==> config.mk <==
export PLATFORM = sky130hd
export DESIGN_NAME = multicycle_control_flat
export DESIGN_NICKNAME = d
export VERILOG_FILES = /design/src/rtl/multicycle_control_if.sv /design/src/rtl/multicycle_control.sv /design/src/flat_wrapper.sv
export SDC_FILE = /design/constraint.sdc
export NUM_CORES = 1
export LEC_CHECK = 0
export BUFFER_PORTS_ARGS = -buffer_cell sky130_fd_sc_hd__buf_4
export CORE_MARGIN = 4
export CORE_UTILIZATION = 50
export DETAILED_ROUTE_END_ITERATION = 12
export PLACE_DENSITY = 0.8
export SYNTH_ARGS = -nofsm -noshare
export SYNTH_HDL_FRONTEND = slang
export SYNTH_SLANG_ARGS = --single-unit
export TNS_END_PERCENT = 50
==> constraint.sdc <==
create_clock -name clk -period 2.16 [get_ports clk]
set_input_delay 0.432 -clock clk [delete_from_list [all_inputs] [get_ports clk]]
set_output_delay 0.432 -clock clk [all_outputs]
set_load 0.05 [all_outputs]
==> src/rtl/multicycle_control_if.sv <==
// Control-to-datapath bundle for the multi-cycle MIPS control unit.
// IllegalOp exists only when ILLEGAL_TRAP_EN is defined.
interface multicycle_control_if #(
   parameter int ALUOP_WIDTH = 4,
   parameter int CNT_WIDTH   = 32
);
   logic [5:0]             OP;
   logic                   Zero;
   logic                   MemReady;
   logic                   PCWrite;
   logic                   PCWriteCond;
   logic                   IorD;
   logic                   MemRead;
   logic                   MemWrite;
   logic                   IRWrite;
   logic                   MemtoReg;
   logic [1:0]             PCSource;
   logic                   ALUSrcA;
   logic [1:0]             ALUSrcB;
   logic [ALUOP_WIDTH-1:0] ALUOp;
   logic                   RegWrite;
   logic [1:0]             RegDst;
   logic                   MemTimeout;
   logic [CNT_WIDTH-1:0]   InstrCount;
   logic [3:0]             State;
`ifdef ILLEGAL_TRAP_EN
   logic                   IllegalOp;
`endif

   modport master (
      input  OP, Zero, MemReady,
      output PCWrite, PCWriteCond, IorD, MemRead, MemWrite, IRWrite, MemtoReg,
             PCSource, ALUSrcA, ALUSrcB, ALUOp, RegWrite, RegDst,
             MemTimeout, InstrCount, State
`ifdef ILLEGAL_TRAP_EN
      , output IllegalOp
`endif
   );

   modport slave (
      output OP, Zero, MemReady,
      input  PCWrite, PCWriteCond, IorD, MemRead, MemWrite, IRWrite, MemtoReg,
             PCSource, ALUSrcA, ALUSrcB, ALUOp, RegWrite, RegDst,
             MemTimeout, InstrCount, State
`ifdef ILLEGAL_TRAP_EN
      , input IllegalOp
`endif
   );
endinterface

==> src/rtl/multicycle_control.sv <==
// Multi-cycle MIPS control FSM with memory-ready wait, optional access timeout and retire counter.
// Define ILLEGAL_TRAP_EN to send unknown opcodes to a sticky TRAP state with IllegalOp.
module multicycle_control #(
   parameter int ALUOP_WIDTH = 4,
   parameter int CNT_WIDTH   = 32,
   parameter int MEM_TIMEOUT = 0
) (
   input logic                  clk,
   input logic                  reset,
   multicycle_control_if.master ctl
);
   typedef enum logic [3:0] {
      FETCH    = 4'd0,
      DECODE   = 4'd1,
      EXEC_R   = 4'd2,
      EXEC_I   = 4'd3,
      ALU_WB   = 4'd4,
      MEM_ADDR = 4'd5,
      MEM_RD   = 4'd6,
      MEM_WB   = 4'd7,
      MEM_WR   = 4'd8,
      BRANCH   = 4'd9,
      JUMP     = 4'd10,
      TRAP     = 4'd11
   } state_t;

   localparam logic [5:0] OP_RTYPE = 6'h00;
   localparam logic [5:0] OP_J     = 6'h02;
   localparam logic [5:0] OP_JAL   = 6'h03;
   localparam logic [5:0] OP_BEQ   = 6'h04;
   localparam logic [5:0] OP_BNE   = 6'h05;
   localparam logic [5:0] OP_ADDI  = 6'h08;
   localparam logic [5:0] OP_ORI   = 6'h0d;
   localparam logic [5:0] OP_LUI   = 6'h0f;
   localparam logic [5:0] OP_LW    = 6'h23;
   localparam logic [5:0] OP_SW    = 6'h2b;

   localparam logic [3:0] ALU_ADD  = 4'b0001;
   localparam logic [3:0] ALU_SUB  = 4'b0011;
   localparam logic [3:0] ALU_ADDI = 4'b0100;
   localparam logic [3:0] ALU_ORI  = 4'b0101;
   localparam logic [3:0] ALU_LUI  = 4'b0110;
   localparam logic [3:0] ALU_FUNC = 4'b1111;

   state_t               state;
   state_t               state_next;
   logic [5:0]           op_q;
   logic [CNT_WIDTH-1:0] instr_count;
   logic                 mem_timeout;
   logic [31:0]          wait_cnt;
   logic                 mem_state;
   logic                 timeout_hit;
   logic                 retire;

   logic       pc_write, pc_write_cond, iord, mem_read, mem_write, ir_write;
   logic       memto_reg, alu_src_a, reg_write;
   logic [1:0] pc_source, alu_src_b, reg_dst;
   logic [3:0] alu_code;
`ifdef ILLEGAL_TRAP_EN
   logic       illegal_op;
`endif

   assign mem_state = (state == FETCH) || (state == MEM_RD) || (state == MEM_WR);

   // The access is abandoned on the edge where the wait counter would reach MEM_TIMEOUT.
   assign timeout_hit = (MEM_TIMEOUT > 0) && mem_state && !ctl.MemReady &&
                        (wait_cnt == 32'(MEM_TIMEOUT - 1));

   always_comb begin
      state_next = state;
      retire     = 1'b0;
      case (state)
         FETCH: begin
            if (timeout_hit)       state_next = FETCH;
            else if (ctl.MemReady) state_next = DECODE;
         end
         DECODE: begin
            case (ctl.OP)
               OP_RTYPE:                state_next = EXEC_R;
               OP_ADDI, OP_ORI, OP_LUI: state_next = EXEC_I;
               OP_LW, OP_SW:            state_next = MEM_ADDR;
               OP_BEQ, OP_BNE:          state_next = BRANCH;
               OP_J, OP_JAL:            state_next = JUMP;
               default: begin
`ifdef ILLEGAL_TRAP_EN
                  state_next = TRAP;
`else
                  state_next = FETCH;
                  retire     = 1'b1;
`endif
               end
            endcase
         end
         EXEC_R, EXEC_I: state_next = ALU_WB;
         MEM_ADDR:       state_next = (op_q == OP_SW) ? MEM_WR : MEM_RD;
         MEM_RD: begin
            if (timeout_hit)       state_next = FETCH;
            else if (ctl.MemReady) state_next = MEM_WB;
         end
         MEM_WR: begin
            if (timeout_hit) begin
               state_next = FETCH;
            end else if (ctl.MemReady) begin
               state_next = FETCH;
               retire     = 1'b1;
            end
         end
         ALU_WB, MEM_WB, BRANCH, JUMP: begin
            state_next = FETCH;
            retire     = 1'b1;
         end
         TRAP:    state_next = TRAP;
         default: state_next = FETCH;
      endcase
   end

   // Outputs are forced low while reset is held so no strobe leaks out of the FETCH reset state.
   always_comb begin
      pc_write      = 1'b0;
      pc_write_cond = 1'b0;
      iord          = 1'b0;
      mem_read      = 1'b0;
      mem_write     = 1'b0;
      ir_write      = 1'b0;
      memto_reg     = 1'b0;
      alu_src_a     = 1'b0;
      reg_write     = 1'b0;
      pc_source     = 2'b00;
      alu_src_b     = 2'b00;
      reg_dst       = 2'b00;
      alu_code      = 4'b0000;
`ifdef ILLEGAL_TRAP_EN
      illegal_op    = 1'b0;
`endif
      if (reset) begin
         case (state)
            FETCH: begin
               mem_read  = 1'b1;
               alu_src_b = 2'b01;
               alu_code  = ALU_ADD;
               ir_write  = ctl.MemReady;
               pc_write  = ctl.MemReady;
            end
            DECODE: begin
               alu_src_b = 2'b11;
               alu_code  = ALU_ADD;
            end
            EXEC_R: begin
               alu_src_a = 1'b1;
               alu_code  = ALU_FUNC;
            end
            EXEC_I: begin
               alu_src_a = 1'b1;
               alu_src_b = 2'b10;
               case (op_q)
                  OP_ADDI: alu_code = ALU_ADDI;
                  OP_ORI:  alu_code = ALU_ORI;
                  OP_LUI:  alu_code = ALU_LUI;
                  default: alu_code = 4'b0000;
               endcase
            end
            ALU_WB: begin
               reg_write = 1'b1;
               reg_dst   = (op_q == OP_RTYPE) ? 2'b01 : 2'b00;
            end
            MEM_ADDR: begin
               alu_src_a = 1'b1;
               alu_src_b = 2'b10;
               alu_code  = ALU_ADD;
            end
            MEM_RD: begin
               iord     = 1'b1;
               mem_read = 1'b1;
            end
            MEM_WB: begin
               reg_write = 1'b1;
               memto_reg = 1'b1;
            end
            MEM_WR: begin
               iord      = 1'b1;
               mem_write = 1'b1;
            end
            BRANCH: begin
               alu_src_a     = 1'b1;
               alu_code      = ALU_SUB;
               pc_source     = 2'b01;
               pc_write_cond = ((op_q == OP_BEQ) && ctl.Zero) ||
                               ((op_q == OP_BNE) && !ctl.Zero);
            end
            JUMP: begin
               pc_write  = 1'b1;
               pc_source = 2'b10;
               if (op_q == OP_JAL) begin
                  reg_write = 1'b1;
                  reg_dst   = 2'b10;
               end
            end
            TRAP: begin
`ifdef ILLEGAL_TRAP_EN
               illegal_op = 1'b1;
`endif
            end
            default: begin
            end
         endcase
      end
   end

   always_ff @(posedge clk or negedge reset) begin
      if (!reset) begin
         state       <= FETCH;
         op_q        <= 6'h00;
         instr_count <= '0;
         mem_timeout <= 1'b0;
         wait_cnt    <= 32'd0;
      end else begin
         state <= state_next;
         if (state == DECODE) op_q <= ctl.OP;
         if (retire) instr_count <= instr_count + CNT_WIDTH'(1);
         if (timeout_hit) mem_timeout <= 1'b1;
         // Clearing on every transition (and on a timeout re-entry) covers entry to each memory state.
         if ((state_next != state) || timeout_hit) wait_cnt <= 32'd0;
         else if (mem_state && !ctl.MemReady) wait_cnt <= wait_cnt + 32'd1;
      end
   end

   assign ctl.PCWrite     = pc_write;
   assign ctl.PCWriteCond = pc_write_cond;
   assign ctl.IorD        = iord;
   assign ctl.MemRead     = mem_read;
   assign ctl.MemWrite    = mem_write;
   assign ctl.IRWrite     = ir_write;
   assign ctl.MemtoReg    = memto_reg;
   assign ctl.PCSource    = pc_source;
   assign ctl.ALUSrcA     = alu_src_a;
   assign ctl.ALUSrcB     = alu_src_b;
   assign ctl.ALUOp       = ALUOP_WIDTH'(alu_code);
   assign ctl.RegWrite    = reg_write;
   assign ctl.RegDst      = reg_dst;
   assign ctl.MemTimeout  = mem_timeout;
   assign ctl.InstrCount  = instr_count;
   assign ctl.State       = state;
`ifdef ILLEGAL_TRAP_EN
   assign ctl.IllegalOp   = illegal_op;
`endif
endmodule

==> src/flat_wrapper.sv <==
// flat-port wrapper written by rule: the top's interface ports become plain ports
module multicycle_control_flat 
#(
   parameter int ALUOP_WIDTH = 4,
   parameter int CNT_WIDTH   = 32,
   parameter int MEM_TIMEOUT = 0
)
  (clk, reset, ctl_OP, ctl_Zero, ctl_MemReady, ctl_PCWrite, ctl_PCWriteCond, ctl_IorD, ctl_MemRead, ctl_MemWrite, ctl_IRWrite, ctl_MemtoReg, ctl_PCSource, ctl_ALUSrcA, ctl_ALUSrcB, ctl_ALUOp, ctl_RegWrite, ctl_RegDst, ctl_MemTimeout, ctl_InstrCount, ctl_State);
  multicycle_control_if #(.ALUOP_WIDTH(ALUOP_WIDTH), .CNT_WIDTH(CNT_WIDTH)) ctl_i ();
  input logic clk;
  input logic reset;
  input wire logic [$bits(ctl_i.OP)-1:0] ctl_OP;
  input wire logic [$bits(ctl_i.Zero)-1:0] ctl_Zero;
  input wire logic [$bits(ctl_i.MemReady)-1:0] ctl_MemReady;
  output wire logic [$bits(ctl_i.PCWrite)-1:0] ctl_PCWrite;
  output wire logic [$bits(ctl_i.PCWriteCond)-1:0] ctl_PCWriteCond;
  output wire logic [$bits(ctl_i.IorD)-1:0] ctl_IorD;
  output wire logic [$bits(ctl_i.MemRead)-1:0] ctl_MemRead;
  output wire logic [$bits(ctl_i.MemWrite)-1:0] ctl_MemWrite;
  output wire logic [$bits(ctl_i.IRWrite)-1:0] ctl_IRWrite;
  output wire logic [$bits(ctl_i.MemtoReg)-1:0] ctl_MemtoReg;
  output wire logic [$bits(ctl_i.PCSource)-1:0] ctl_PCSource;
  output wire logic [$bits(ctl_i.ALUSrcA)-1:0] ctl_ALUSrcA;
  output wire logic [$bits(ctl_i.ALUSrcB)-1:0] ctl_ALUSrcB;
  output wire logic [$bits(ctl_i.ALUOp)-1:0] ctl_ALUOp;
  output wire logic [$bits(ctl_i.RegWrite)-1:0] ctl_RegWrite;
  output wire logic [$bits(ctl_i.RegDst)-1:0] ctl_RegDst;
  output wire logic [$bits(ctl_i.MemTimeout)-1:0] ctl_MemTimeout;
  output wire logic [$bits(ctl_i.InstrCount)-1:0] ctl_InstrCount;
  output wire logic [$bits(ctl_i.State)-1:0] ctl_State;
  assign ctl_i.OP = ctl_OP;
  assign ctl_i.Zero = ctl_Zero;
  assign ctl_i.MemReady = ctl_MemReady;
  assign ctl_PCWrite = ctl_i.PCWrite;
  assign ctl_PCWriteCond = ctl_i.PCWriteCond;
  assign ctl_IorD = ctl_i.IorD;
  assign ctl_MemRead = ctl_i.MemRead;
  assign ctl_MemWrite = ctl_i.MemWrite;
  assign ctl_IRWrite = ctl_i.IRWrite;
  assign ctl_MemtoReg = ctl_i.MemtoReg;
  assign ctl_PCSource = ctl_i.PCSource;
  assign ctl_ALUSrcA = ctl_i.ALUSrcA;
  assign ctl_ALUSrcB = ctl_i.ALUSrcB;
  assign ctl_ALUOp = ctl_i.ALUOp;
  assign ctl_RegWrite = ctl_i.RegWrite;
  assign ctl_RegDst = ctl_i.RegDst;
  assign ctl_MemTimeout = ctl_i.MemTimeout;
  assign ctl_InstrCount = ctl_i.InstrCount;
  assign ctl_State = ctl_i.State;
  multicycle_control #(.ALUOP_WIDTH(ALUOP_WIDTH), .CNT_WIDTH(CNT_WIDTH), .MEM_TIMEOUT(MEM_TIMEOUT)) u_core (.clk(clk), .reset(reset), .ctl(ctl_i));
endmodule
* After elaboration in Yosys (flattened, before gate mapping) *
Index checks and enable logic that the tools add are counted.

word-level totals
  bits in registers = 42
  bits in latches = 0
  memory bits (writable) = 0
  ROM bits = 0
  bits of input ports = 10
  output and inout bits = 56
  logic and storage cells = 94
  memories = 0

cells by class
  add/subtract/negate cells = 1
  multiply operators = 0
  divide/modulo/power cells = 0
  order comparisons = 0
  eq/ne operators = 30
  shift-type cells = 0
  muxes and demuxes = 39
  bitwise gates (word level) = 0
  reduce and logical (&&, ||, !) cells = 21

operators with widths
  kind                                                             number
  6-bit by 4-bit == test with 1-bit output, second input constant  6
  32-bit by 1-bit adder with 32-bit output, second input constant  1
  4-bit case mux with 7 select lines                               1
  6-bit by 3-bit == test with 1-bit output, second input constant  4
  1-bit 2-to-1 mux                                                 20
  4-bit 2-to-1 mux                                                 5
  4-bit case mux with 5 select lines                               1
  6-bit by 2-bit == test with 1-bit output, second input constant  3
  6-bit == test, second input constant                             3
  4-bit by 3-bit == test with 1-bit output, second input constant  4
  4-bit == test, second input constant                             4
  4-bit case mux with 4 select lines                               1
  2-bit OR reduction                                               8
  6-bit logical NOT                                                2
  10-bit OR reduction                                              1
  3-bit case mux with 3 select lines                               1
  4-bit by 2-bit == test with 1-bit output, second input constant  2
  2-bit 2-to-1 mux                                                 4
  2-bit case mux with 2 select lines                               2
  4-bit OR reduction                                               2
  2-bit != test, second input constant                             3
  2-bit case mux with 3 select lines                               1
  3-bit OR reduction                                               2
  4-bit by 1-bit == test with 1-bit output, second input constant  1
  7 further kinds                                                  9

* Depth between registers and ports, before layout *
  word-level depth = 5
  gate-level depth with buffers = 8
  mapped depth without buffers = 7

* Worst setup path before layout *
No wires, ideal clock.

  kind = register to output
  start point = register u_core.state[2] (netlist: u_core.ctl.State[2])
  end point = output port ctl_MemRead
  arrival = 2.949 ns
  data required time = 1.728 ns
  path slack = -1.221 ns
  cell stages (with the launch flop) = 5
  path buffers = 2
  cells stage by stage = dfrtp_1 buf_2 buf_1 xor2_1 nor4b_1

on the way
  cells in the longest elaborated chain, start to end = 4
  elaborated cells between the ends (all ways) = 5
  those cells by class = 1 x eq/ne; 2 x mux; 2 x reduce/logical

RTL lines
  element                                                                               line                       source
  from (decl)                                                                           multicycle_control.sv:45   state_t state;
  from (signal assigned)                                                                multicycle_control.sv:217  state <= state_next;
  4-bit by 3-bit == test with 1-bit output / 4-bit logical NOT (equally long branches)  n/a
  2-bit OR reduction (no source line) *                                                 n/a
  1-bit 2-to-1 mux *                                                                    multicycle_control.sv:136  case (state)
  1-bit 2-to-1 mux *                                                                    multicycle_control.sv:135  if (reset) begin
  to (decl)                                                                             flat_wrapper.sv:18         output wire logic [$bits(ctl_i.MemRead)-1:0] ctl_MemRead;

Every way passes the cells marked *; elsewhere a longest branch is shown, timed or not.

* Worst setup path after layout *
  start point = register u_core.op_q[0]
  end point = output port ctl_ALUOp[2]

on the way
  cells in the longest elaborated chain, start to end = 4
  elaborated cells between the ends (all ways) = 6
  those cells by class = 3 x eq/ne; 3 x mux

RTL lines
  element                                   line                       source
  from (decl)                               multicycle_control.sv:47   logic [5:0] op_q;
  from (signal assigned)                    multicycle_control.sv:218  if (state == DECODE) op_q <= ctl.OP;
  6-bit by 4-bit == test with 1-bit output  multicycle_control.sv:155  case (op_q)
  3-bit case mux with 3 select lines *      multicycle_control.sv:155
  4-bit case mux with 4 select lines *      multicycle_control.sv:136
  4-bit 2-to-1 mux *                        multicycle_control.sv:135
  to (decl)                                 flat_wrapper.sv:25         output wire logic [$bits(ctl_i.ALUOp)-1:0] ctl_ALUOp;

Marks and branches as above.

==> flow_metrics.env <==
export IMPL_status="finished clean"
export IMPL_ys_flop_type="dfrtp_1"
export IMPL_yosys_area_top_type="dfrtp_1"
export IMPL_remaining_drc_errors=0
export IMPL_path_clk_slew_ns=0.09
export IMPL_use_met1=0.2753
export IMPL_grt_pass1_vias=2185
export IMPL_die_area_um2=6237
export IMPL_synth_area_leaders="dfrtp_1, xnor2_1, nor2_1, nand3_1, nand2_1"
export IMPL_synth_top_area_frac=0.4173
export IMPL_r2r_cells=8
export IMPL_async_flop_share=1.000
export IMPL_portBuffers=64
export IMPL_io_pins=66
export IMPL_ant_nets=0
export IMPL_drt_total_wl_mm=6.400
export IMPL_synth_edf_count=0
export IMPL_r2r_slack_ns=0.10
export IMPL_viasPerCell=5.460
export IMPL_worstPathRequired_ns=1.73
export IMPL_start_util=0.5263
export IMPL_drt_iter0_drc=99
export IMPL_yosysMostFrequentCell="dfrtp_1"
export IMPL_power_density_nw_per_um2=1132
export IMPL_ctsHoldBuffers=0
export IMPL_syn_nets=275
export IMPL_fp_coreArea_um2=4786
export IMPL_worstSetupStartpointType="flip-flop"
export IMPL_synth_cell_types=55
export IMPL_fmax_mhz=463.4
export IMPL_final_core_utilization=0.7388
export IMPL_cts_root_buffer="clkbuf_8"
export IMPL_area_growth_synth_to_final_pct=40.39
export IMPL_drive_gt1_frac=0.4364
export IMPL_gp_congestion=0.9628
export IMPL_yosys_warnings=0
export IMPL_setup_viol=0
export IMPL_leakage_nw=1.602
export IMPL_overflow=0
export IMPL_die_width_um=78.98
export IMPL_synth_commonest_cells="dfrtp_1, nor2_1, nand2_1, xnor2_1, nand3_1"
export IMPL_wire_per_inst_um=15.50
export IMPL_diodes=0
export IMPL_finalHoldViolCount=0
export IMPL_synthesis_area_um2=2519
export IMPL_cts_sinks=42
export IMPL_critPathArrivalTime_ns=1.73
export IMPL_synth_area_per_cell_um2=9.540
export IMPL_cts_buffer_depth=2
export IMPL_drv_cap=0
export IMPL_clock_latency_ns=0.30
export IMPL_core_rowCount=25
export IMPL_gr_max_usage_layer="met2"
export IMPL_worstPathCellList="nor3_2 -> a21oi_1 -> or3b_4 -> a211oi_4 -> buf_6"
export IMPL_finClkSkew_ns=0.008523
export IMPL_hp_class="in -> async"
export IMPL_antenna_found_initial=0
export IMPL_end_kind="primary output"
export IMPL_cts_tree="built"
export IMPL_grt_pass1_wl_mm=10.39
export IMPL_worstSetupPathType="reg -> out"
export IMPL_layout_worst_path_cycle_share=0.9991
export IMPL_first_pass_iters=4
export IMPL_peakVddDrop_mv=1.027
export IMPL_dp_hpwl_mm=4.550
export IMPL_rsz0062_at_grt="yes"
export IMPL_htreeDepth=2
export IMPL_finalPower_w=0.004003
export IMPL_slowest_delay_ns=0.40
export IMPL_max_slew_margin=0.6561
export IMPL_tightestPinTransition_ns=0.5143
export IMPL_synth_cells=264
export IMPL_route_vias_total=2255
export IMPL_ys_ff_latch=42
export IMPL_grt_util_all_layers=0.2093
export IMPL_cp_max_fo=2
export IMPL_yosysSeqAreaShare=0.4173
export IMPL_fin_nets=356
export IMPL_grt_max_degree=37
export IMPL_layout_min_cycle_time_ns=2.158
export IMPL_gr_usage_met2=0.3418
export IMPL_slew_violations=0
export IMPL_use_met3=0.04082
export IMPL_slowest_stage="dfrtp_1"
export IMPL_fp_dieH_um=78.98
export IMPL_cts_made_buffers=5
-- final timing paths --
check | start | to
hold / removal | reset | u_core.ctl.State[3]$_DFFE_PN0P_
max in group asynchronous | reset | u_core.op_q[2]$_DFFE_PN0P_
setup / recovery | u_core.op_q[0]$_DFFE_PN0P_ | ctl_ALUOp[2]
hold reg to reg | u_core.ctl.InstrCount[25]$_DFFE_PN0P_ | u_core.ctl.InstrCount[25]$_DFFE_PN0P_
min in group clk | ctl_OP[4] | u_core.op_q[4]$_DFFE_PN0P_
setup reg to reg | u_core.ctl.State[3]$_DFFE_PN0P_ | u_core.ctl.InstrCount[20]$_DFFE_PN0P_
-- metal layers --
layer | vias up | share of wire
met5 | - | 0
met4 | 0 | 0.015
met3 | 8 | 0.043
met2 | 55 | 0.51
met1 | 1101 | 0.43
li1 | 1091 | -
-- sequential cells by signal, summed over array words and instances, names as in the netlist --
name and count:
u_core.ctl.InstrCount 32, u_core.op_q 6, u_core.ctl.State 4
-- worst max-delay path, delay by kind of cell (launching register included) --
| kind | cells | cell delay, ns |
|---|---|---|
| buffers and inverters | 1 | 0.19 |
| AND/OR/NAND/NOR | 2 | 0.56 |
| AO/OA/AOI/OAI | 2 | 0.28 |
| flip-flops | 1 | 0.40 |
-- layout make-up --
cell class / instances / area, um2
Inverter: 3 / 11.26
Timing Repair Buffer: 89 / 694.4
Fill cell: 357 / 1250
Clock inverter: 3 / 43.79
Multi-Input combinational cell: 204 / 1577
Sequential cell: 42 / 1057
Tap cell: 67 / 83.83
Clock buffer: 5 / 68.82
-- stage by stage --
stage	hold WS [ns]	area (um2)	TNS (ns)	instances	worst slack, ns
2_1_floorplan	0.1364	2679	-0.1403	264	-0.06191
3_3_place_gp	0.4641	3251	0	393	0.05855
3_5_place_dp	0.4726	3251	0	393	0.01619
4_1_cts	0.1512	3456	-0.00009837	409	-0.00009837
5_1_grt	0.1664	3536	-0.1927	413	-0.07977
6_report	0.1523	3536	0	413	0.001983
-- cell usage in the layout, fill, tap and decap left out, types with 2 or more instances in the layout --
| master | Yosys | final |
|---|---|---|
| nand3_1 | 20 | 19 |
| nor2_2 | 0 | 3 |
| nand2_2 | 0 | 2 |
| nand4_1 | 6 | 6 |
| mux2_2 | 6 | 6 |
| a22oi_1 | 2 | 2 |
| nand2_1 | 24 | 21 |
| nor2_4 | 0 | 5 |
| nand2b_1 | 5 | 5 |
| a21oi_1 | 7 | 6 |
| inv_2 | 1 | 2 |
| buf_6 | 0 | 5 |
| a21boi_4 | 0 | 2 |
| buf_4 | 3 | 83 |
| xor2_1 | 10 | 10 |
| clkbuf_8 | 0 | 5 |
| nor3_1 | 7 | 3 |
| and3_1 | 8 | 7 |
| nor2b_2 | 0 | 2 |
| o21ai_0 | 4 | 2 |
| nor2_1 | 27 | 19 |
| dfrtp_1 | 42 | 37 |
| dfrtp_2 | 0 | 5 |
| o21ai_4 | 0 | 2 |
| o21ai_1 | 0 | 2 |
| nor4b_4 | 2 | 3 |
| nand3b_1 | 2 | 2 |
| or2_2 | 2 | 2 |
| and2_1 | 2 | 2 |
| and4_1 | 2 | 2 |
| nor2b_4 | 0 | 2 |
| nand4b_1 | 2 | 2 |
| nor3b_1 | 5 | 3 |
| nor3b_2 | 1 | 2 |
| nor3_2 | 0 | 4 |
| xnor2_1 | 24 | 24 |
-- what timing repair did --
action / in CTS / in global routing
buffers inserted: 8 / 4
gates resized for setup: 10 / 15
pin swaps: 1 / 3
endpoints found under the setup margin: 8 / 21
-- kinds of logic (layout without fill, tap and decap cells) --
logic type,count (synthesis),in the layout,synth area share
AND/OR/NAND/NOR,127,127,0.2871
flip-flops,42,42,0.4173
XOR/XNOR,34,34,0.1182
AO/OA/AOI/OAI,33,33,0.1023
buffers and inverters,18,100,0.03328
multiplexers,8,8,0.03527
adder cells (fa/ha/maj),1,1,0.004967
other,1,1,0.001489
-- where the power goes --
part	switching, W	leakage [nW]	total (W)	internal (W)
sequential	0.000189	0.549	0.00113	0.000940
combinational	0.00133	0.995	0.00225	0.000917
clock	0.000283	0.0585	0.000629	0.000346
(Power assumes the default switching activity.)
